$ cat src/rtl/spi_mem_if.sv
// Control-unit side of the SPI memory bridge: request handshake, op selects,
// address/data in and read data back.
interface spi_mem_if;
  logic        spi_executing;
  logic        spi_done;
  logic        rom_en;
  logic        ram_re;
  logic        ram_we;
  logic [15:0] addr;
  logic [7:0]  wdata;
  logic [7:0]  rdata;

  modport master (
    output spi_executing, rom_en, ram_re, ram_we, addr, wdata,
    input  spi_done, rdata
  );

  modport slave (
    input  spi_executing, rom_en, ram_re, ram_we, addr, wdata,
    output spi_done, rdata
  );
endinterface

$ cat src/rtl/spi_mem.sv
// SPI mode-0 bridge to a flash ROM and an SRAM: one 32-bit frame
// {cmd, addr, data} per accepted request, sclk at clk/2.
module spi_mem #(
  parameter logic [7:0] CMD_READ  = 8'h03,
  parameter logic [7:0] CMD_WRITE = 8'h02
) (
  input  logic     clk,
  input  logic     rst,
  spi_mem_if.slave bus,
  output logic     sclk,
  output logic     mosi,
  input  logic     miso,
  output logic     cs_rom_n,
  output logic     cs_ram_n
);

  typedef enum logic [1:0] {IDLE, SHIFT, STOP, DONE} state_t;

  state_t      state;
  logic [31:0] shift;
  logic [4:0]  bit_cnt;
  logic        phase;
  logic        op_read;
  logic        done_r;
  logic [7:0]  rdata_r;
  logic [31:0] frame;
  logic        any_op;

  assign bus.spi_done = done_r;
  assign bus.rdata    = rdata_r;

  always_comb begin
    frame  = {CMD_READ, bus.addr, 8'h00};
    any_op = bus.ram_we | bus.ram_re | bus.rom_en;
    if (bus.ram_we)
      frame = {CMD_WRITE, bus.addr, bus.wdata};
  end

  always_ff @(posedge clk) begin
    if (!rst) begin
      state    <= IDLE;
      shift    <= '0;
      bit_cnt  <= '0;
      phase    <= 1'b0;
      op_read  <= 1'b0;
      done_r   <= 1'b1;
      rdata_r  <= 8'h00;
      sclk     <= 1'b0;
      mosi     <= 1'b0;
      cs_rom_n <= 1'b1;
      cs_ram_n <= 1'b1;
    end else begin
      case (state)
        IDLE: begin
          sclk     <= 1'b0;
          mosi     <= 1'b0;
          cs_rom_n <= 1'b1;
          cs_ram_n <= 1'b1;
          if (bus.spi_executing && done_r) begin
            done_r  <= 1'b0;
            op_read <= !bus.ram_we;
            // A request with no op selected just pulses spi_done low for a cycle.
            if (any_op) begin
              shift    <= frame;
              mosi     <= frame[31];
              bit_cnt  <= 5'd31;
              phase    <= 1'b0;
              cs_ram_n <= !(bus.ram_we | bus.ram_re);
              cs_rom_n <= bus.ram_we | bus.ram_re;
              state    <= SHIFT;
            end else begin
              state <= DONE;
            end
          end
        end
        SHIFT: begin
          if (!phase) begin
            sclk  <= 1'b1;
            phase <= 1'b1;
          end else begin
            // Falling edge: sample miso, then put the next frame bit out.
            sclk  <= 1'b0;
            phase <= 1'b0;
            shift <= {shift[30:0], miso};
            if (bit_cnt == 5'd0) begin
              mosi  <= 1'b0;
              state <= STOP;
            end else begin
              mosi    <= shift[30];
              bit_cnt <= bit_cnt - 5'd1;
            end
          end
        end
        STOP: begin
          cs_rom_n <= 1'b1;
          cs_ram_n <= 1'b1;
          if (op_read)
            rdata_r <= shift[7:0];
          state <= DONE;
        end
        DONE: begin
          done_r <= 1'b1;
          state  <= IDLE;
        end
      endcase
    end
  end

endmodule

$ cat src/flat_wrapper.sv
// flat-port wrapper written by rule: the top's interface ports become plain ports
module spi_mem_flat 
#(
  parameter logic [7:0] CMD_READ  = 8'h03,
  parameter logic [7:0] CMD_WRITE = 8'h02
)
  (clk, rst, sclk, mosi, miso, cs_rom_n, cs_ram_n, bus_spi_executing, bus_rom_en, bus_ram_re, bus_ram_we, bus_addr, bus_wdata, bus_spi_done, bus_rdata);
  spi_mem_if bus_i ();
  input  logic clk;
  input  logic rst;
  output logic sclk;
  output logic mosi;
  input  logic miso;
  output logic cs_rom_n;
  output logic cs_ram_n;
  input wire logic [$bits(bus_i.spi_executing)-1:0] bus_spi_executing;
  input wire logic [$bits(bus_i.rom_en)-1:0] bus_rom_en;
  input wire logic [$bits(bus_i.ram_re)-1:0] bus_ram_re;
  input wire logic [$bits(bus_i.ram_we)-1:0] bus_ram_we;
  input wire logic [$bits(bus_i.addr)-1:0] bus_addr;
  input wire logic [$bits(bus_i.wdata)-1:0] bus_wdata;
  output wire logic [$bits(bus_i.spi_done)-1:0] bus_spi_done;
  output wire logic [$bits(bus_i.rdata)-1:0] bus_rdata;
  assign bus_i.spi_executing = bus_spi_executing;
  assign bus_i.rom_en = bus_rom_en;
  assign bus_i.ram_re = bus_ram_re;
  assign bus_i.ram_we = bus_ram_we;
  assign bus_i.addr = bus_addr;
  assign bus_i.wdata = bus_wdata;
  assign bus_spi_done = bus_i.spi_done;
  assign bus_rdata = bus_i.rdata;
  spi_mem #(.CMD_READ(CMD_READ), .CMD_WRITE(CMD_WRITE)) u_core (.clk(clk), .rst(rst), .bus(bus_i), .sclk(sclk), .mosi(mosi), .miso(miso), .cs_rom_n(cs_rom_n), .cs_ram_n(cs_ram_n));
endmodule
$ cat config.mk
export PLATFORM = sky130hd
export DESIGN_NAME = spi_mem_flat
export DESIGN_NICKNAME = d
export VERILOG_FILES = /design/src/rtl/spi_mem_if.sv /design/src/rtl/spi_mem.sv /design/src/flat_wrapper.sv
export SDC_FILE = /design/constraint.sdc
export NUM_CORES = 1
export LEC_CHECK = 0
export ABC_AREA = 1
export CORE_MARGIN = 2
export CORE_UTILIZATION = 47
export DETAILED_ROUTE_END_ITERATION = 8
export HOLD_SLACK_MARGIN = 0.03
export PLACE_DENSITY = 0.84
export SLEW_MARGIN = 30
export SYNTH_ARGS = -nofsm -noshare
export SYNTH_HDL_FRONTEND = slang
export SYNTH_SLANG_ARGS = --single-unit
$ cat constraint.sdc
create_clock -name clk -period 1.5 [get_ports clk]
set_input_delay 0.3 -clock clk [delete_from_list [all_inputs] [get_ports clk]]
set_output_delay 0.3 -clock clk [all_outputs]
set_load 0.05 [all_outputs]
==> run summary <==
Status: finished, violations left
Failing checks: setup timing
Setup TNS: -126 ps
Critical Path AT: 1810 ps
Row count: 26
Worst R2R Setup Slack: -130 ps
Commonest non-fill, non-tap cell in the layout: nand2_1
CTS tree: done
Post-synth top flop: dfxtp_1
Lkg Pwr: 1.57 nW
Root buf cell: clkbuf_8
Skew final: 10.2 ps
Clk Latency, worst-skew pair: 310 ps
First-pass GRT wire length: 10200 um
Yosys top cell area share: 41.6%
Routed Wire Length: 6140 um
Antenna fix cells: 0
Clock tree buffer depth: 2
Synthesized instance count: 375
GR Layer Usage met3: 4.07%
Fin nets: 470
Total GRT Usage: 20.8%
Layout Cell Area excl Fill: 3520 um2
WL/cell: 12.2 um
Final Slew Violations: 0
Met1 Usage GRT: 22.9%
H-tree levels: 2
CP Launch Type: flop
CTS Sinks: 53
Post-Synthesis Cell Area: 2550 um2
Worst hold path type: flop to flop
Cell taking the most area after synthesis: dfxtp_1
DRC: 0
Die height: 77.7 um
Cell Count, Final, Fillers Out: 505
Kind of critical path: flop to flop
Pin count of the biggest net entering global routing: 33
Clock Pin Slew Worst Setup and Hold Paths: 100 ps
Worst VDD drop: 0.000880 V
RSZ-0062 raised after global routing: true
Yosys reg bits: 53
Worst Slack Setup Final: -126 ps
DRT iter0 DRCs: 132
Busiest grt layer: met2
Vias in the first global route: 2419
Number of vias per cell: 5.04
Vias: 2543
EDFF count, synth: 0
Final period util: 108%
Initial antenna violation count: 0
DP HPWL: 4370 um
I/O pin cnt: 44
Syn nets: 411
WP data required: 1690 ps
Area grow syn2layout: 37.8%
Total congestion overflow: 0
Synth top area cells: dfxtp_1 (42%), nand2_1 (14%), nor2_1 (12%)
Worst reg2reg path depth: 9
Async set or reset register ratio after synthesis: 0%
Placer Congestion: 0.847
Layout cells sized above 1: 18.6%
CTS Buf Count: 5
Fmax: 615 MHz
Most frequent cells in the layout: nand2_1 (97), nor2_1 (82), dfxtp_1 (50)
Hold_buf cts: 0
Initial cell density of the core: 49.3%
Max Cap Viol: 0
Area of the die: 6040 um2
Tmin final: 1630 ps
PortBufs: 43
Dpl cells: 496
Die X-Extent: 77.7 um
Avg Inst Size Synth: 6.81 um2
Hold Violations, Final: 0
Worst Setup End Kind: flop
Layout fillers: 394
Cell Pwr Density: 1830 nW/um2
Sequential area share after synthesis: 41.6%
Syn. warnings: 0
Hold-critical path depth: 2
Placed Area: 3330 um2
Least-Margin Pin Slew: 281 ps
PnR Total Power: 6.44 mW
Synth cell types: 25
Core box area: 5170 um2
TritonRoute pass-1 iters: 4
Setup Viol. Count Final: 1
ANT nets after route: 0
Slew Limit Headroom: 81.3%
Largest fanout on the critical path: 26
Grt met2 use: 39.1%
==> synth_stat cells (4+ instances only) <==
| library cell | number |
|---|---|
| dfxtp_1 | 53 |
| buf_4 | 4 |
| nand4_1 | 5 |
| nand3_1 | 15 |
| clkbuf_1 | 5 |
| a21oi_1 | 10 |
| inv_1 | 22 |
| nand2_1 | 98 |
| buf_6 | 4 |
| o21ai_0 | 42 |
| nor3_1 | 4 |
| nor2_1 | 84 |
| nor2_4 | 6 |
| ha_1 | 5 |
| buf_2 | 4 |
==> logic make-up after synthesis <==
group                    synth area share, %
AND/OR/NAND/NOR                         36.6
AO/OA/AOI/OAI                           10.7
flip-flops                              41.6
buffers and inverters                   8.68
adder cells (fa/ha/maj)                 2.45
==> through the flow <==
stage               utilization (%)  setup slack, ps  hold slack, ps
floorplan                         -             1.41             429
global placement               64.3             -134             435
detailed placement             64.3             -177             461
CTS                            66.7             12.4             475
global route                   68.0             -218             492
finish                         68.0             -126             465
==> path summary, 6_finish.rpt <==
path / startpoint / end
min: u_core.shift[29] / u_core.shift[30]
max: u_core.state[1] / u_core.shift[1]
min reg2reg: u_core.shift[29] / u_core.shift[30]
max reg2reg: u_core.state[1] / u_core.shift[1]
==> repair_timing <==
action / CTS / global route
endpoints found under the hold margin: 0 / 0
pin swaps: 1 / 4
gates resized for setup: 13 / 35
endpoints found under the setup margin: 42 / 42
buffers inserted: 0 / 1
==> per-layer routing <==
layer | up-vias | wire length (um)
li1 | 1302 | -
met5 | - | 0
met1 | 1158 | 2470
met3 | 14 | 286
met2 | 69 | 3260
met4 | 0 | 125
==> power breakdown <==
group / internal (mW) / switching (mW) / total, mW
Clock: 0.334 / 0.471 / 0.804
Sequential: 1.80 / 0.268 / 2.07
Combinational: 1.51 / 2.05 / 3.56
Total: 3.64 / 2.79 / 6.44
==> critical path, cell delays in order (launching register included) <==
cell,delay (ps)
dfxtp_2,370
inv_4,50
ha_4,180
inv_4,70
nor2_4,40
nor2_4,140
nand3_4,120
buf_12,180
o21ai_0,230
nor2_1,100
==> registers in the layout (all words and copies together) (netlist names) <==
name and flops:
u_core.bus.spi_done 1, u_core.op_read 1, u_core.cs_ram_n 1, u_core.sclk 1, u_core.shift 31, u_core.mosi 1, u_core.bit_cnt 5, u_core.state 2
u_core.cs_rom_n 1, u_core.phase 1, u_core.bus.rdata 8
==> final cells by class <==
type	count	area, um2	share of cell area [%]
well taps	70	87.6	2.49
inverters	26	108	3.06
multi-input cells	277	1350	38.4
clock buffers	6	72.6	2.06
repair buffers	71	820	23.3
clock inverters	2	13.8	0.391
flip-flops and latches	53	1070	30.3
(Power assumes the default switching activity.)
